===== src/rtl/hazard_scoreboard.sv =====
// Hazard unit for the RV32 pipeline with a per-register scoreboard for
// multi-cycle (MC) units.
//
// Purpose:
//   Detects four hazards on the instruction in ID and stalls IF/ID on any of them:
//   - RAW against outstanding MC results
//   - load-use against a load in EX
//   - WAW against outstanding MC results
//   - a structural hazard when the MC unit is full
//   A taken branch or jump flushes IF/ID and ID/EX, and takes priority over a stall.
//   The unit also keeps a saturating stall counter and a sticky stall watchdog.
//
// Ports:
//   clk, rst_n                       clock, asynchronous active-low reset
//   id_rs1/id_rs2, id_use_rs1/rs2    ID source registers and their read enables
//   id_rd, id_reg_write, id_mc       ID destination, write enable, MC-op flag
//   ex_rd, ex_mem_read, ex_reg_write EX destination, load flag, write enable
//   mc_done, mc_done_rd              MC writeback strobe and destination
//   branch_taken, jump_taken         EX control-flow redirect
//   stall_if/stall_id, flush_id/ex   pipeline control
//   pc_write_enable, if_id_write_enable  inverted stalls
//   sb_busy                          scoreboard (bit 0 always 0)
//   stall_count                      saturating count of stall cycles
//   hazard_timeout, sb_error         sticky watchdog / scoreboard-misuse flags
module hazard_scoreboard #(
  parameter int unsigned REG_ADDR_W = 4,
  parameter int unsigned MC_DEPTH   = 2,
  parameter int unsigned PERF_W     = 16,
  parameter int unsigned WDOG_LIMIT = 64
) (
  input  logic                          clk,
  input  logic                          rst_n,
  input  logic [REG_ADDR_W-1:0]         id_rs1,
  input  logic [REG_ADDR_W-1:0]         id_rs2,
  input  logic                          id_use_rs1,
  input  logic                          id_use_rs2,
  input  logic [REG_ADDR_W-1:0]         id_rd,
  input  logic                          id_reg_write,
  input  logic                          id_mc,
  input  logic [REG_ADDR_W-1:0]         ex_rd,
  input  logic                          ex_mem_read,
  input  logic                          ex_reg_write,
  input  logic                          mc_done,
  input  logic [REG_ADDR_W-1:0]         mc_done_rd,
  input  logic                          branch_taken,
  input  logic                          jump_taken,
  output logic                          stall_if,
  output logic                          stall_id,
  output logic                          flush_id,
  output logic                          flush_ex,
  output logic                          pc_write_enable,
  output logic                          if_id_write_enable,
  output logic [(1<<REG_ADDR_W)-1:0]    sb_busy,
  output logic [PERF_W-1:0]             stall_count,
  output logic                          hazard_timeout,
  output logic                          sb_error
);

  localparam int unsigned NUM_REGS = 1 << REG_ADDR_W;
  localparam int unsigned CNT_MC_W = $clog2(MC_DEPTH + 1);
  localparam int unsigned WDOG_W   = $clog2(WDOG_LIMIT + 1);

  localparam logic [CNT_MC_W-1:0] McDepthCnt = CNT_MC_W'(MC_DEPTH);
  localparam logic [WDOG_W-1:0]   WdogMax    = WDOG_W'(WDOG_LIMIT);

  logic [NUM_REGS-1:0] sb_busy_q, sb_busy_d;
  logic [CNT_MC_W-1:0] mc_cnt_q, mc_cnt_d;
  logic [PERF_W-1:0]   stall_count_q, stall_count_d;
  logic [WDOG_W-1:0]   wdog_q, wdog_d;
  logic                timeout_q, timeout_d;
  logic                sb_error_q, sb_error_d;

  logic [NUM_REGS-1:0] clr_vec;
  logic [NUM_REGS-1:0] busy_eff;
  logic                raw_mc, load_use, waw, struct_hz, hz, redirect, issue;

  // A result written back this cycle is forwarded, so its register is not
  // treated as busy by the hazard checks.
  always_comb begin
    clr_vec = '0;
    for (int unsigned r = 1; r < NUM_REGS; r++) begin
      clr_vec[r] = mc_done && (mc_done_rd == REG_ADDR_W'(r));
    end
    busy_eff = sb_busy_q & ~clr_vec;
  end

  always_comb begin
    raw_mc    = (id_use_rs1 && (id_rs1 != '0) && busy_eff[id_rs1]) ||
                (id_use_rs2 && (id_rs2 != '0) && busy_eff[id_rs2]);
    load_use  = ex_mem_read && ex_reg_write && (ex_rd != '0) &&
                ((id_use_rs1 && (id_rs1 == ex_rd)) || (id_use_rs2 && (id_rs2 == ex_rd)));
    waw       = id_reg_write && (id_rd != '0) && busy_eff[id_rd];
    struct_hz = id_mc && (mc_cnt_q == McDepthCnt) && !mc_done;
    hz        = raw_mc || load_use || waw || struct_hz;
    redirect  = branch_taken || jump_taken;
    issue     = id_mc && id_reg_write && !hz && !redirect;
  end

  // Redirect wins over a stall: the stalled instruction is squashed anyway.
  always_comb begin
    stall_if = 1'b0;
    stall_id = 1'b0;
    flush_id = 1'b0;
    flush_ex = 1'b0;
    if (redirect) begin
      flush_id = 1'b1;
      flush_ex = 1'b1;
    end else if (hz) begin
      stall_if = 1'b1;
      stall_id = 1'b1;
      flush_ex = 1'b1;
    end
    pc_write_enable    = !stall_if;
    if_id_write_enable = !stall_id;
  end

  always_comb begin
    sb_busy_d = sb_busy_q;
    // Clear first so that a same-cycle issue to the same register wins.
    if (mc_done) begin
      sb_busy_d[mc_done_rd] = 1'b0;
    end
    if (issue && (id_rd != '0)) begin
      sb_busy_d[id_rd] = 1'b1;
    end
    sb_busy_d[0] = 1'b0;

    // A completion with nothing outstanding is an error and does not decrement.
    mc_cnt_d = mc_cnt_q;
    if (issue) begin
      mc_cnt_d = mc_cnt_d + CNT_MC_W'(1);
    end
    if (mc_done && (mc_cnt_q != '0)) begin
      mc_cnt_d = mc_cnt_d - CNT_MC_W'(1);
    end

    sb_error_d = sb_error_q ||
                 (mc_done && (!sb_busy_q[mc_done_rd] || (mc_cnt_q == '0)));

    stall_count_d = stall_count_q;
    if (stall_id && (stall_count_q != '1)) begin
      stall_count_d = stall_count_q + PERF_W'(1);
    end

    wdog_d = '0;
    if (stall_id) begin
      wdog_d = (wdog_q == WdogMax) ? wdog_q : wdog_q + WDOG_W'(1);
    end
    timeout_d = timeout_q || (wdog_d == WdogMax);
  end

  always_ff @(posedge clk or negedge rst_n) begin
    if (!rst_n) begin
      sb_busy_q     <= '0;
      mc_cnt_q      <= '0;
      stall_count_q <= '0;
      wdog_q        <= '0;
      timeout_q     <= 1'b0;
      sb_error_q    <= 1'b0;
    end else begin
      sb_busy_q     <= sb_busy_d;
      mc_cnt_q      <= mc_cnt_d;
      stall_count_q <= stall_count_d;
      wdog_q        <= wdog_d;
      timeout_q     <= timeout_d;
      sb_error_q    <= sb_error_d;
    end
  end

  assign sb_busy        = sb_busy_q;
  assign stall_count    = stall_count_q;
  assign hazard_timeout = timeout_q;
  assign sb_error       = sb_error_q;

endmodule


===== config.mk =====
export PLATFORM = sky130hd
export DESIGN_NAME = hazard_scoreboard
export DESIGN_NICKNAME = d
export VERILOG_FILES = /design/src/rtl/hazard_scoreboard.sv
export SDC_FILE = /design/constraint.sdc
export NUM_CORES = 1
export LEC_CHECK = 0
export ABC_AREA = 1
export BUFFER_PORTS_ARGS = -buffer_cell sky130_fd_sc_hd__buf_2
export CORE_MARGIN = 2
export CORE_UTILIZATION = 50
export DETAILED_ROUTE_END_ITERATION = 10
export GPL_ROUTABILITY_DRIVEN = 0
export PLACE_DENSITY = 0.77
export RECOVER_POWER = 100
export SETUP_SLACK_MARGIN = 0.5
export SLEW_MARGIN = 10
export SYNTH_ARGS = -nofsm -noshare
export SYNTH_HDL_FRONTEND = slang
export SYNTH_SLANG_ARGS = --single-unit

===== constraint.sdc =====
create_clock -name clk -period 2 [get_ports clk]
set_clock_uncertainty 0.1 [all_clocks]
set_input_delay 0.2 -clock clk [delete_from_list [all_inputs] [get_ports clk]]
set_output_delay 0.2 -clock clk [all_outputs]
set_load 0.01 [all_outputs]

==> results.toml <==
[min_path]
hold_path.class = "in -> reg"
hp-start = "id_rd[2]"

[global_routing]
grt-busiest-layer = "met2"
grt_pass1_wl_um = 16910
grt_pass1_vias = 3616
use_met3_pct = 4.331
grt_max_degree = 24
grt_antenna_before_repair = 0
met2_usage_pct = 48.08
grt-ovfl-total = 0
track_usage_pct = 28.87
gr-usage-met1_pct = 37.59

[die]
core_area_mm2 = 0.006386
initial_core_util_pct = 52.21
rows = 29
dieWidth_um = 85.67
num_io_pins = 71
fp.dieH_um = 85.67
die-area_mm2 = 0.007338

[routing]
wire_per_inst_um = 15.86
avgViaCountPerCell = 5.566
ant_nets = 0
first_iter_violations = 358
routed_wl_um = 10860
vias = 3813
firstDrtPassIters = 6
remaining_drc_errors = 0

[timing]
tightest_slew_ns = 1.094
drv_slew = 0
fmax_mhz = 452.1
finalSetupViolations = 33
finalCritPeriodShare_pct = 110.6
hold_violations = 0
period_minus_slack_ns = 2.212
maxSlewHeadroom_pct = 27.04
fin_setup_tns_ns = -3.303
worst_slack_ns = -0.2121
whs_ns = 0.1230
rsz0062_at_grt = "true"

[pwr]
vdd_drop_max_uv = 760.5
power_leakage_nw = 2.318
p_per_area_mw_per_mm2 = 671.7

[final_layout]
nets = 643
nFillCells = 519
drive_gt1_share_pct = 34.38
final_util_pct = 71.98
multi_input_area_mm2 = 0.002195
layout_commonest_cell = "nand2_1"
areaGrowthSynthToFinish_pct = 37.86
mostFrequentLayoutCells = "nand2_1 (113), nand3_1 (58), inv_1 (54), buf_4 (54), dfrtp_1 (41)"
n_antenna_cell = 0
register_area_mm2 = 0.001052

[critical_path]
critPathKind = "reg -> out"
worstPathArrival_ns = 1.91
slowest_stage = "dfrtp_1"
path_cells = "inv_2 -> o21bai_4 -> nand2_2 -> nand2_2 -> o21ai_2 -> nand2_1 -> nor2_2 -> nand2_2 -> nand3_2 -> nor2_4 -> nor2_8 -> inv_4 -> buf_6"
crit_family = "simple AND/OR/NAND/NOR gates"
worstPathRequired_ns = 1.70
crit_start = "sb_busy[15]$_DFF_PN0_"
cp_num_buf_inv = 3
crit_top_cell = "nand2_2"
max_stage_delay_ns = 0.37
worstPathMaxFanout = 6
setup.worst_path.end_class = "primary output"
start_kind = "flop"
reg2reg_from = "sb_busy[15]$_DFF_PN0_"

[clock_network]
cts_tree = "done"
clkTransAtPathRegs_ns = 0.09
root_buffer = "clkbuf_8"
clockBufferDepth = 2
cts.sinks = 42
cts_buffers = 5
htree_levels = 2
clk_latency_ns = 0.30

[placement]
dp_hpwl_um = 7649
placement.io_buffers = 69
dp_slack_ns = -0.3794

[status]
status = "finished with violations"
violations = "negative setup slack"

[synthesis]
synth_area_per_cell_um2 = 7.020
ys_types = 41
yosysWarnings = 0
ys.flop_type = "dfrtp_1"
syn-cell-area_mm2 = 0.003334
synthArstFlopShare_pct = 100.0
ys_seq_elements = 42
ys_seq_area_share_pct = 31.52
synth_top_area_share_pct = 31.52
synth_top_cell_by_area = "dfrtp_1"
synth_edf_count = 0
synth.area.top_cells = "dfrtp_1 (32%), nand2_1 (14%), nand3_1 (9.3%), inv_1 (6.2%), nor2_1 (5.1%)"
syn_nets = 511
synthCells = 475

[job]
max_cap_violations = 0
power breakdown:
group | internal (mW) | total (mW) | leakage [nW] | switching [mW]
Sequential | 0.952 | 1.05 | 0.541 | 0.100
Clock | 0.500 | 0.819 | 0.0683 | 0.318
Combinational | 0.526 | 1.22 | 1.71 | 0.691
Total | 1.98 | 3.09 | 2.32 | 1.11
worst register-to-register path: stages, from the launching register on:
cell and delay (ns):
dfrtp_1 0.37, inv_2 0.05, o21bai_4 0.17, nand2_2 0.07
nand2_2 0.06, o21ai_2 0.15, nand2_1 0.09, nor2_2 0.13
nand2_2 0.06, nand3_2 0.08, nor2_4 0.06, nor2_8 0.16
inv_4 0.06, buf_4 0.13, buf_6 0.11, buf_12 0.14
nor3_2 0.11
area by class of cell:
type	instances	share of cell area [%]
Multi-Input combinational cell	358	47.74
Sequential cell	42	22.89
Timing Repair Buffer	136	18.78
Inverter	64	5.498
Tap cell	77	2.096
Clock buffer	5	1.497
Clock inverter	3	1.497
repair_timing:
| action | 4_1_cts | 5_1_grt |
|---|---|---|
| endpoints found under the setup margin | 46 | 46 |
| resized for setup | 34 | 40 |
| hold endpoints to repair | 19 | 0 |
| hold buffers | 1 | 0 |
| pin swaps | 11 | 9 |
| buffers inserted | 7 | 12 |
stage by stage:
stage	power [mW]	cells	cell area, um2
after floorplan	1.662	475	3381
after global placement	2.080	657	4066
after detailed placement	2.117	657	4066
after CTS	3.010	673	4393
after global routing	3.252	685	4597
final	3.088	685	4597
routing by layer:
| layer | vias to the layer above | part of all wire [%] |
|---|---|---|
| li1 | 1793 | - |
| met5 | - | 0 |
| met2 | 193 | 49 |
| met1 | 1783 | 40 |
| met4 | 0 | 3.5 |
| met3 | 44 | 7.3 |
worst paths after layout:
path,endpoint,slack [ns],cells after the start
worst max register to register,wdog_q[4]$_DFF_PN0_,-0.16,16
max in group asynchronous,sb_busy[4]$_DFF_PN0_,0.28,3
worst max-delay path,if_id_write_enable,-0.21,13
worst min-delay path,sb_busy[8]$_DFF_PN0_,0.12,4
min in group asynchronous,stall_count[5]$_DFFE_PN0P_,0.52,2
worst min register to register,hazard_timeout$_DFF_PN0_,0.38,2
synth_stat cells, types with 3 or more instances:
cell,number
a21oi_1,6
a22oi_1,4
a31oi_1,3
buf_4,4
buf_6,4
dfrtp_1,42
ha_1,5
inv_1,55
inv_2,6
inv_4,3
nand2_1,123
nand2_2,8
nand3_1,62
nand3_2,11
nand4_1,6
nor2_1,45
nor2_2,4
nor2_4,3
nor2_8,3
nor3_1,7
o211ai_1,3
o21ai_0,9
o21ai_1,19
xnor2_1,5
xor2_1,14
state kept, by name, indices dropped and copies added, names as in the netlist:
| register | cells |
|---|---|
| stall_count | 16 |
| sb_busy | 15 |
| wdog_q | 7 |
| mc_cnt_q | 2 |
| hazard_timeout | 1 |
| sb_error | 1 |
cells by family (layout without fill, tap and decap cells):
kind of cell	Yosys count	count (layout)	synth area share [%]
and+or+nand+nor	279	279	40.83
buffers and inverters	75	208	10.39
AOI/OAI and AO/OA	53	53	9.606
DFF	42	42	31.52
xor gates and xnor gates	20	20	5.666
adders and majority gates	5	5	1.876
other	1	1	0.1125
Power figures use the tool's default switching activity.
